==> src/rtl/camera_stream_if.sv <==
// Pixel-stream handshake bundle between the camera source and its consumer.
interface camera_stream_if #(
  parameter int DATA_W = 8
);
  logic              data_valid;
  logic              data_ready;
  logic [DATA_W-1:0] data_out;
  logic              sof;
  logic              eol;
  logic              eof;

  modport master (output data_valid, data_out, sof, eol, eof, input data_ready);
  modport slave  (input data_valid, data_out, sof, eol, eof, output data_ready);
endinterface

==> src/rtl/camera_stream.sv <==
// Camera pixel-stream source: FRAME_W x FRAME_H frames with sof/eol/eof
// markers, horizontal blanking, and table / ramp / frame-counter data modes.
// Output registers always hold the pixel currently offered downstream.
module camera_stream #(
  parameter int DATA_W  = 8,
  parameter int FRAME_W = 4,
  parameter int FRAME_H = 3,
  parameter int H_BLANK = 2,
  parameter int DEPTH   = 12
) (
  input  logic            clk,
  input  logic            rst_n,
  input  logic            camera_en,
  input  logic [1:0]      mode,
  output logic            busy,
  camera_stream_if.master st
);
  localparam int XW = (FRAME_W > 1) ? $clog2(FRAME_W) : 1;
  localparam int YW = (FRAME_H > 1) ? $clog2(FRAME_H) : 1;
  localparam int PW = (DEPTH   > 1) ? $clog2(DEPTH)   : 1;
  localparam int BW = (H_BLANK > 1) ? $clog2(H_BLANK) : 1;

  localparam logic [XW-1:0] X_LAST = XW'(FRAME_W - 1);
  localparam logic [YW-1:0] Y_LAST = YW'(FRAME_H - 1);
  localparam logic [PW-1:0] P_LAST = PW'(DEPTH - 1);
  localparam logic [BW-1:0] B_LAST = BW'(H_BLANK - 1);

  typedef enum logic [1:0] {IDLE, ACTIVE, HBLANK} state_t;

  state_t            state, state_n;
  logic [XW-1:0]     x, x_n;
  logic [YW-1:0]     y, y_n;
  logic [PW-1:0]     ptr, ptr_n;
  logic [BW-1:0]     bcnt, bcnt_n;
  logic [DATA_W-1:0] fcnt, fcnt_n;
  logic [1:0]        mode_q, mode_n;
  logic              load, clear;

  logic              vld_q, vld_n;
  logic [DATA_W-1:0] data_q, data_n;
  logic              sof_q, sof_n, eol_q, eol_n, eof_q, eof_n;
  logic              busy_q, busy_n;

  // Pattern table; entries past the fixed 12 hold their own index.
  function automatic logic [DATA_W-1:0] tbl_val(input logic [PW-1:0] idx);
    logic [15:0] v;
    case (32'(idx))
      0:       v = 16'h00BC;
      1:       v = 16'h0027;
      2:       v = 16'h0081;
      3:       v = 16'h00FF;
      4:       v = 16'h00CE;
      5:       v = 16'h001F;
      6:       v = 16'h00E0;
      7:       v = 16'h00A9;
      8:       v = 16'h0038;
      9:       v = 16'h002B;
      10:      v = 16'h00D4;
      11:      v = 16'h0011;
      default: v = 16'(idx);
    endcase
    return v[DATA_W-1:0];
  endfunction

  // Next-state, position/pointer advance and next output pixel.
  always_comb begin
    state_n = state;
    x_n     = x;
    y_n     = y;
    ptr_n   = ptr;
    bcnt_n  = bcnt;
    fcnt_n  = fcnt;
    mode_n  = mode_q;
    load    = 1'b0;
    clear   = 1'b0;

    case (state)
      IDLE: begin
        if (camera_en) begin
          state_n = ACTIVE;
          mode_n  = mode;
          x_n     = '0;
          y_n     = '0;
          ptr_n   = '0;
          load    = 1'b1;
        end
      end
      ACTIVE: begin
        if (vld_q && st.data_ready) begin
          ptr_n = (ptr == P_LAST) ? '0 : ptr + PW'(1);
          if (x != X_LAST) begin
            x_n  = x + XW'(1);
            load = 1'b1;
          end else if (y != Y_LAST) begin
            // position moves to the next line now; blanking only delays the load
            x_n = '0;
            y_n = y + YW'(1);
            if (H_BLANK == 0) begin
              load = 1'b1;
            end else begin
              state_n = HBLANK;
              bcnt_n  = '0;
              clear   = 1'b1;
            end
          end else begin
            fcnt_n = fcnt + DATA_W'(1);
            x_n    = '0;
            y_n    = '0;
            ptr_n  = '0;
            if (camera_en) begin
              mode_n = mode;
              load   = 1'b1;
            end else begin
              state_n = IDLE;
              clear   = 1'b1;
            end
          end
        end
      end
      HBLANK: begin
        if (bcnt == B_LAST) begin
          state_n = ACTIVE;
          load    = 1'b1;
        end else begin
          bcnt_n = bcnt + BW'(1);
        end
      end
      default: begin
        state_n = IDLE;
        clear   = 1'b1;
      end
    endcase

    vld_n  = vld_q;
    data_n = data_q;
    sof_n  = sof_q;
    eol_n  = eol_q;
    eof_n  = eof_q;
    if (load) begin
      vld_n = 1'b1;
      case (mode_n)
        2'd1:    data_n = DATA_W'(32'(x_n) + 32'(y_n));
        2'd2:    data_n = fcnt_n;
        default: data_n = tbl_val(ptr_n);
      endcase
      sof_n = (x_n == '0) && (y_n == '0);
      eol_n = (x_n == X_LAST);
      eof_n = (x_n == X_LAST) && (y_n == Y_LAST);
    end else if (clear) begin
      vld_n  = 1'b0;
      data_n = '0;
      sof_n  = 1'b0;
      eol_n  = 1'b0;
      eof_n  = 1'b0;
    end
    busy_n = (state_n != IDLE);
  end

  // State, counters and registered outputs.
  always_ff @(posedge clk or negedge rst_n) begin
    if (!rst_n) begin
      state  <= IDLE;
      x      <= '0;
      y      <= '0;
      ptr    <= '0;
      bcnt   <= '0;
      fcnt   <= '0;
      mode_q <= '0;
      vld_q  <= 1'b0;
      data_q <= '0;
      sof_q  <= 1'b0;
      eol_q  <= 1'b0;
      eof_q  <= 1'b0;
      busy_q <= 1'b0;
    end else begin
      state  <= state_n;
      x      <= x_n;
      y      <= y_n;
      ptr    <= ptr_n;
      bcnt   <= bcnt_n;
      fcnt   <= fcnt_n;
      mode_q <= mode_n;
      vld_q  <= vld_n;
      data_q <= data_n;
      sof_q  <= sof_n;
      eol_q  <= eol_n;
      eof_q  <= eof_n;
      busy_q <= busy_n;
    end
  end

  assign st.data_valid = vld_q;
  assign st.data_out   = data_q;
  assign st.sof        = sof_q;
  assign st.eol        = eol_q;
  assign st.eof        = eof_q;
  assign busy          = busy_q;

endmodule

==> src/flat_wrapper.sv <==
// flat-port wrapper written by rule: the top's interface ports become plain ports
module camera_stream_flat 
#(
  parameter int DATA_W  = 8,
  parameter int FRAME_W = 4,
  parameter int FRAME_H = 3,
  parameter int H_BLANK = 2,
  parameter int DEPTH   = 12
)
  (clk, rst_n, camera_en, mode, busy, st_data_valid, st_data_out, st_sof, st_eol, st_eof, st_data_ready);
  camera_stream_if #(.DATA_W(DATA_W)) st_i ();
  input  logic clk;
  input  logic rst_n;
  input  logic camera_en;
  input  logic [1:0] mode;
  output logic busy;
  output wire logic [$bits(st_i.data_valid)-1:0] st_data_valid;
  output wire logic [$bits(st_i.data_out)-1:0] st_data_out;
  output wire logic [$bits(st_i.sof)-1:0] st_sof;
  output wire logic [$bits(st_i.eol)-1:0] st_eol;
  output wire logic [$bits(st_i.eof)-1:0] st_eof;
  input wire logic [$bits(st_i.data_ready)-1:0] st_data_ready;
  assign st_data_valid = st_i.data_valid;
  assign st_data_out = st_i.data_out;
  assign st_sof = st_i.sof;
  assign st_eol = st_i.eol;
  assign st_eof = st_i.eof;
  assign st_i.data_ready = st_data_ready;
  camera_stream #(.DATA_W(DATA_W), .FRAME_W(FRAME_W), .FRAME_H(FRAME_H), .H_BLANK(H_BLANK), .DEPTH(DEPTH)) u_core (.clk(clk), .rst_n(rst_n), .camera_en(camera_en), .mode(mode), .busy(busy), .st(st_i));
endmodule
==> config.mk <==
export PLATFORM = sky130hd
export DESIGN_NAME = camera_stream_flat
export DESIGN_NICKNAME = d
export VERILOG_FILES = /design/src/rtl/camera_stream_if.sv /design/src/rtl/camera_stream.sv /design/src/flat_wrapper.sv
export SDC_FILE = /design/constraint.sdc
export NUM_CORES = 1
export LEC_CHECK = 0
export CORE_ASPECT_RATIO = 0.9
export CORE_MARGIN = 5
export CORE_UTILIZATION = 51
export CTS_CLUSTER_SIZE = 16
export DETAILED_ROUTE_END_ITERATION = 10
export PLACE_DENSITY_LB_ADDON = 0.15
export REMOVE_ABC_BUFFERS = 1
export SYNTH_ARGS = -nofsm -noshare
export SYNTH_HDL_FRONTEND = slang
export SYNTH_SLANG_ARGS = --single-unit
==> constraint.sdc <==
create_clock -name clk -period 3.49 [get_ports clk]
set_clock_uncertainty 0.05 [all_clocks]
set_input_delay 0.698 -clock clk [delete_from_list [all_inputs] [get_ports clk]]
set_output_delay 0.698 -clock clk [all_outputs]
set_load 0.01 [all_outputs]
==> metrics.md <==
| Metric | Value |
|---|---|
| Layout cell share with drive strength beyond 1 | 13.57% |
| Cells after synthesis | between 150 and 200 |
| Filler cell count | ~320 |
| Fraction of the mapped netlist area in simple logic gates | 20.40% |
| Final Setup Violations | 0 |
| Drt wl/cell | ~17 µm |
| CTS Hold Bufs | 0 |
| Die W | about 76 µm |
| Commonest non-fill, non-tap cells in the layout | dfrtp_1, clkdlybuf4s50_1, nand2_1, nor2_1, a21oi_1 |
| Synth Area in Compound Gates | between 20% and 30% |
| Final Core Density | between 60 and 70% |
| Synth Area in XOR/XNOR | 3.461% |
| Slowest CP cell | clkdlybuf4s50_1 |
| Iteration-0 DRC Markers | between 90 and 100 |
| Unique masters post-synth | 62 |
| Slew @ Worst Pin | about 0.57 ns |
| Vias in the first global route | between 1500 and 2000 |
| Share of flip-flops with an asynchronous set or reset | 100.0% |
| P&R area growth vs syn | 15.64% |
| Minimum clock period | 3.079 ns |
| Sequential share of the synthesized area | a little over two fifths |
| Setup Fix Bufs, Post-CTS | 0 |
| Max Root-Sink Buffers | 2 |
| Data arrival time of the worst path | 3.20 ns |
| GP Congestion | 0.8298 |
| Initial antenna violation count | 0 |
| Final hold violation count | 0 |
| Max_slew headroom | around three fifths |
| VDD IR max | 0.0004334 V |
| Critical path launch point type | primary input |
| CTS resizes | 0 |
| P per Cell Area | 889.7 mW/mm² |
| Final HPWL from detailed placement | around 3400 µm |
| Crit path kind | in2reg |
| Synth warn | 0 |
| Die area | 0.005331 mm² |
| Final worst slack | ~0.41 ns |
| Fin crit share | around nine tenths |
| Via density | between 6 and 7 |
| Final routed DRC violation total | 0 |
| Most common cell after layout, fill and taps aside | dfrtp_1 |
| Top FF cell, synth | dfrtp_1 |
| Hold Crit Class | reg2reg |
| Avg Cell Area, Syn | ~10 µm² |
| Die height | between 60 and 70 µm |
| CTS Buf Count | 5 |
| Syn Std Cell Area | 0.002024 mm² |
| CTS clk-pin slew, worst paths | about 0.07 ns |
| CP peak stage delay | 0.48 ns |
| Router iterations before antenna repair | 4 |
| CTS sink cnt | 34 |
| LEAKAGE | between 1 and 1.5 nW |
| Overflow after GRT | 0 |
| Power, Total | ~2.1 mW |
| Row count | 21 |
| Final Max Slew Viols | 0 |
| Post-Route WL | 4494 µm |
| #FFs+latches synth | 34 |
| Initial core utilization | between 50 and 60% |
| Largest net degree at the start of global routing | 35 |
| EDFF count, synth | 0 |
| Nets | 234 |
| Mux contribution to synthesized area | 3.152% |
| Fin Hold WS | roughly 0.42 ns |
| DRT antenna net count | 0 |
| Max_cap viols | 0 |
| Run status | completed |
| Core area | 0.003784 mm² |
| Unrepaired setup endpoints after global routing | no |
| Root buf cell | clkbuf_8 |
| DP Worst Slack | around 0.12 ns |
| Setup TNS | 0 ns |
| CTS tree | built |
| CP endpoint kind | register |
| H-tree levels | 2 |
| ANT cells | 0 |
| First-pass GRT wire length | a little under 8000 µm |
| IO Pins | 19 |
| Largest family of logic cells by synthesized area | compound AO/OA/AOI/OAI gates |
| Clk Latency, worst-skew pair | 0.29 ns |
| Synth Area in Adders | roughly 4.7% |
| Data required time of the worst path | ~3.6 ns |
| Via count | approximately 1600 |
| CP cell instances | clkdlybuf4s50_1 > nand3_1 > nor3_1 > mux2_2 > a22oi_1 > inv_1 > ha_1 > fa_1 > a221o_1 > o211ai_1 > o31ai_1 |
| Fmax | 324.8 MHz |
| GRT Total Usage | 18.15% |
| IO Port Bufs | 18 |
| Critical-path maximum fanout | 7 |
registers in the layout, summed over array words and instances (netlist names), 2 cells and up:
name                count
u_core.st.data_out      8
u_core.mode_q           2
u_core.fcnt             8
u_core.ptr              4
u_core.y                2
u_core.state            2
u_core.x                2
synthesized netlist by cell type, drive strengths merged (4+ instances only):
| library cell | instances | area [µm²] |
|---|---|---|
| dfrtp | 34 | 850.8 |
| nand2 | 17 | 63.81 |
| nor2 | 12 | 47.55 |
| a21oi | 9 | 45.04 |
| inv | 8 | 30.03 |
| a22o | 7 | 61.31 |
| ha | 6 | 75.07 |
| xnor2 | 6 | 52.55 |
| nand3 | 5 | 25.02 |
| o21ai | 5 | 25.02 |
| o31ai | 5 | 42.54 |
| a22oi | 4 | 30.03 |
| and2 | 4 | 25.02 |
| buf | 4 | 26.27 |
| nand2b | 4 | 25.02 |
| nand4 | 4 | 25.02 |
| nor2b | 4 | 27.53 |
| nor3 | 4 | 20.02 |
power breakdown:
part / internal [mW] / switching [mW]
sequential: 0.515 / 0.123
clock: 0.134 / 0.139
combinational: 0.530 / 0.641
worst max-delay path: cells and delay by family:
family	cells	cell delay (ns)
fa+ha+maj	2	0.57
buf+inv	2	0.61
simple gates	2	0.51
mux	1	0.21
compound gates	4	0.60
metrics by stage:
stage | instances | instance area, µm²
4_1_cts | 267 | 2341
5_1_grt | 267 | 2341
2_1_floorplan | 191 | 1987
3_5_place_dp | 260 | 2262
3_3_place_gp | 260 | 2262
6_report | 267 | 2341
cell families (layout without fill, tap and decap cells):
| logic type | Yosys count | after routing |
|---|---|---|
| buffers and inverters | 15 | 38 |
| xor gates and xnor gates | 8 | 8 |
| AOI/OAI and AO/OA | 58 | 58 |
| and+or+nand+nor | 70 | 70 |
| adders and majority gates | 7 | 7 |
| muxes | 6 | 6 |
| DFF | 34 | 34 |
final cells by class:
type / count / area (µm²) / share of cell area [%]
inverters: 8 / 30.03 / 1.283
repair buffers: 23 / 217.7 / 9.300
multi-input cells: 149 / 1106 / 47.25
clock inverters: 2 / 10.01 / 0.4276
clock buffers: 5 / 68.82 / 2.940
well taps: 46 / 57.56 / 2.459
flip-flops and latches: 34 / 850.8 / 36.34
final timing paths:
| path | slack, ns | depth (start not counted) | endpoint | from |
|---|---|---|---|---|
| setup / recovery | 0.41 | 11 | u_core.st.data_out[1] | st_data_ready |
| hold / removal | 0.42 | 1 | u_core.fcnt[7] | u_core.fcnt[7] |
| min in group asynchronous | 0.76 | 2 | u_core.st.eof | rst_n |
| setup reg to reg | 0.53 | 11 | u_core.st.data_out[1] | u_core.x[0] |
| max in group asynchronous | 2.31 | 2 | u_core.st.data_out[3] | rst_n |
| hold reg to reg | 0.42 | 1 | u_core.fcnt[7] | u_core.fcnt[7] |
per-layer routing:
layer / track usage, % / wire [µm]
met5: 0 / 0
met4: 5.825 / 61
met3: 4.156 / 271
met2: 27.00 / 2057
met1: 26.02 / 2103
Power figures use the tool's default switching activity.
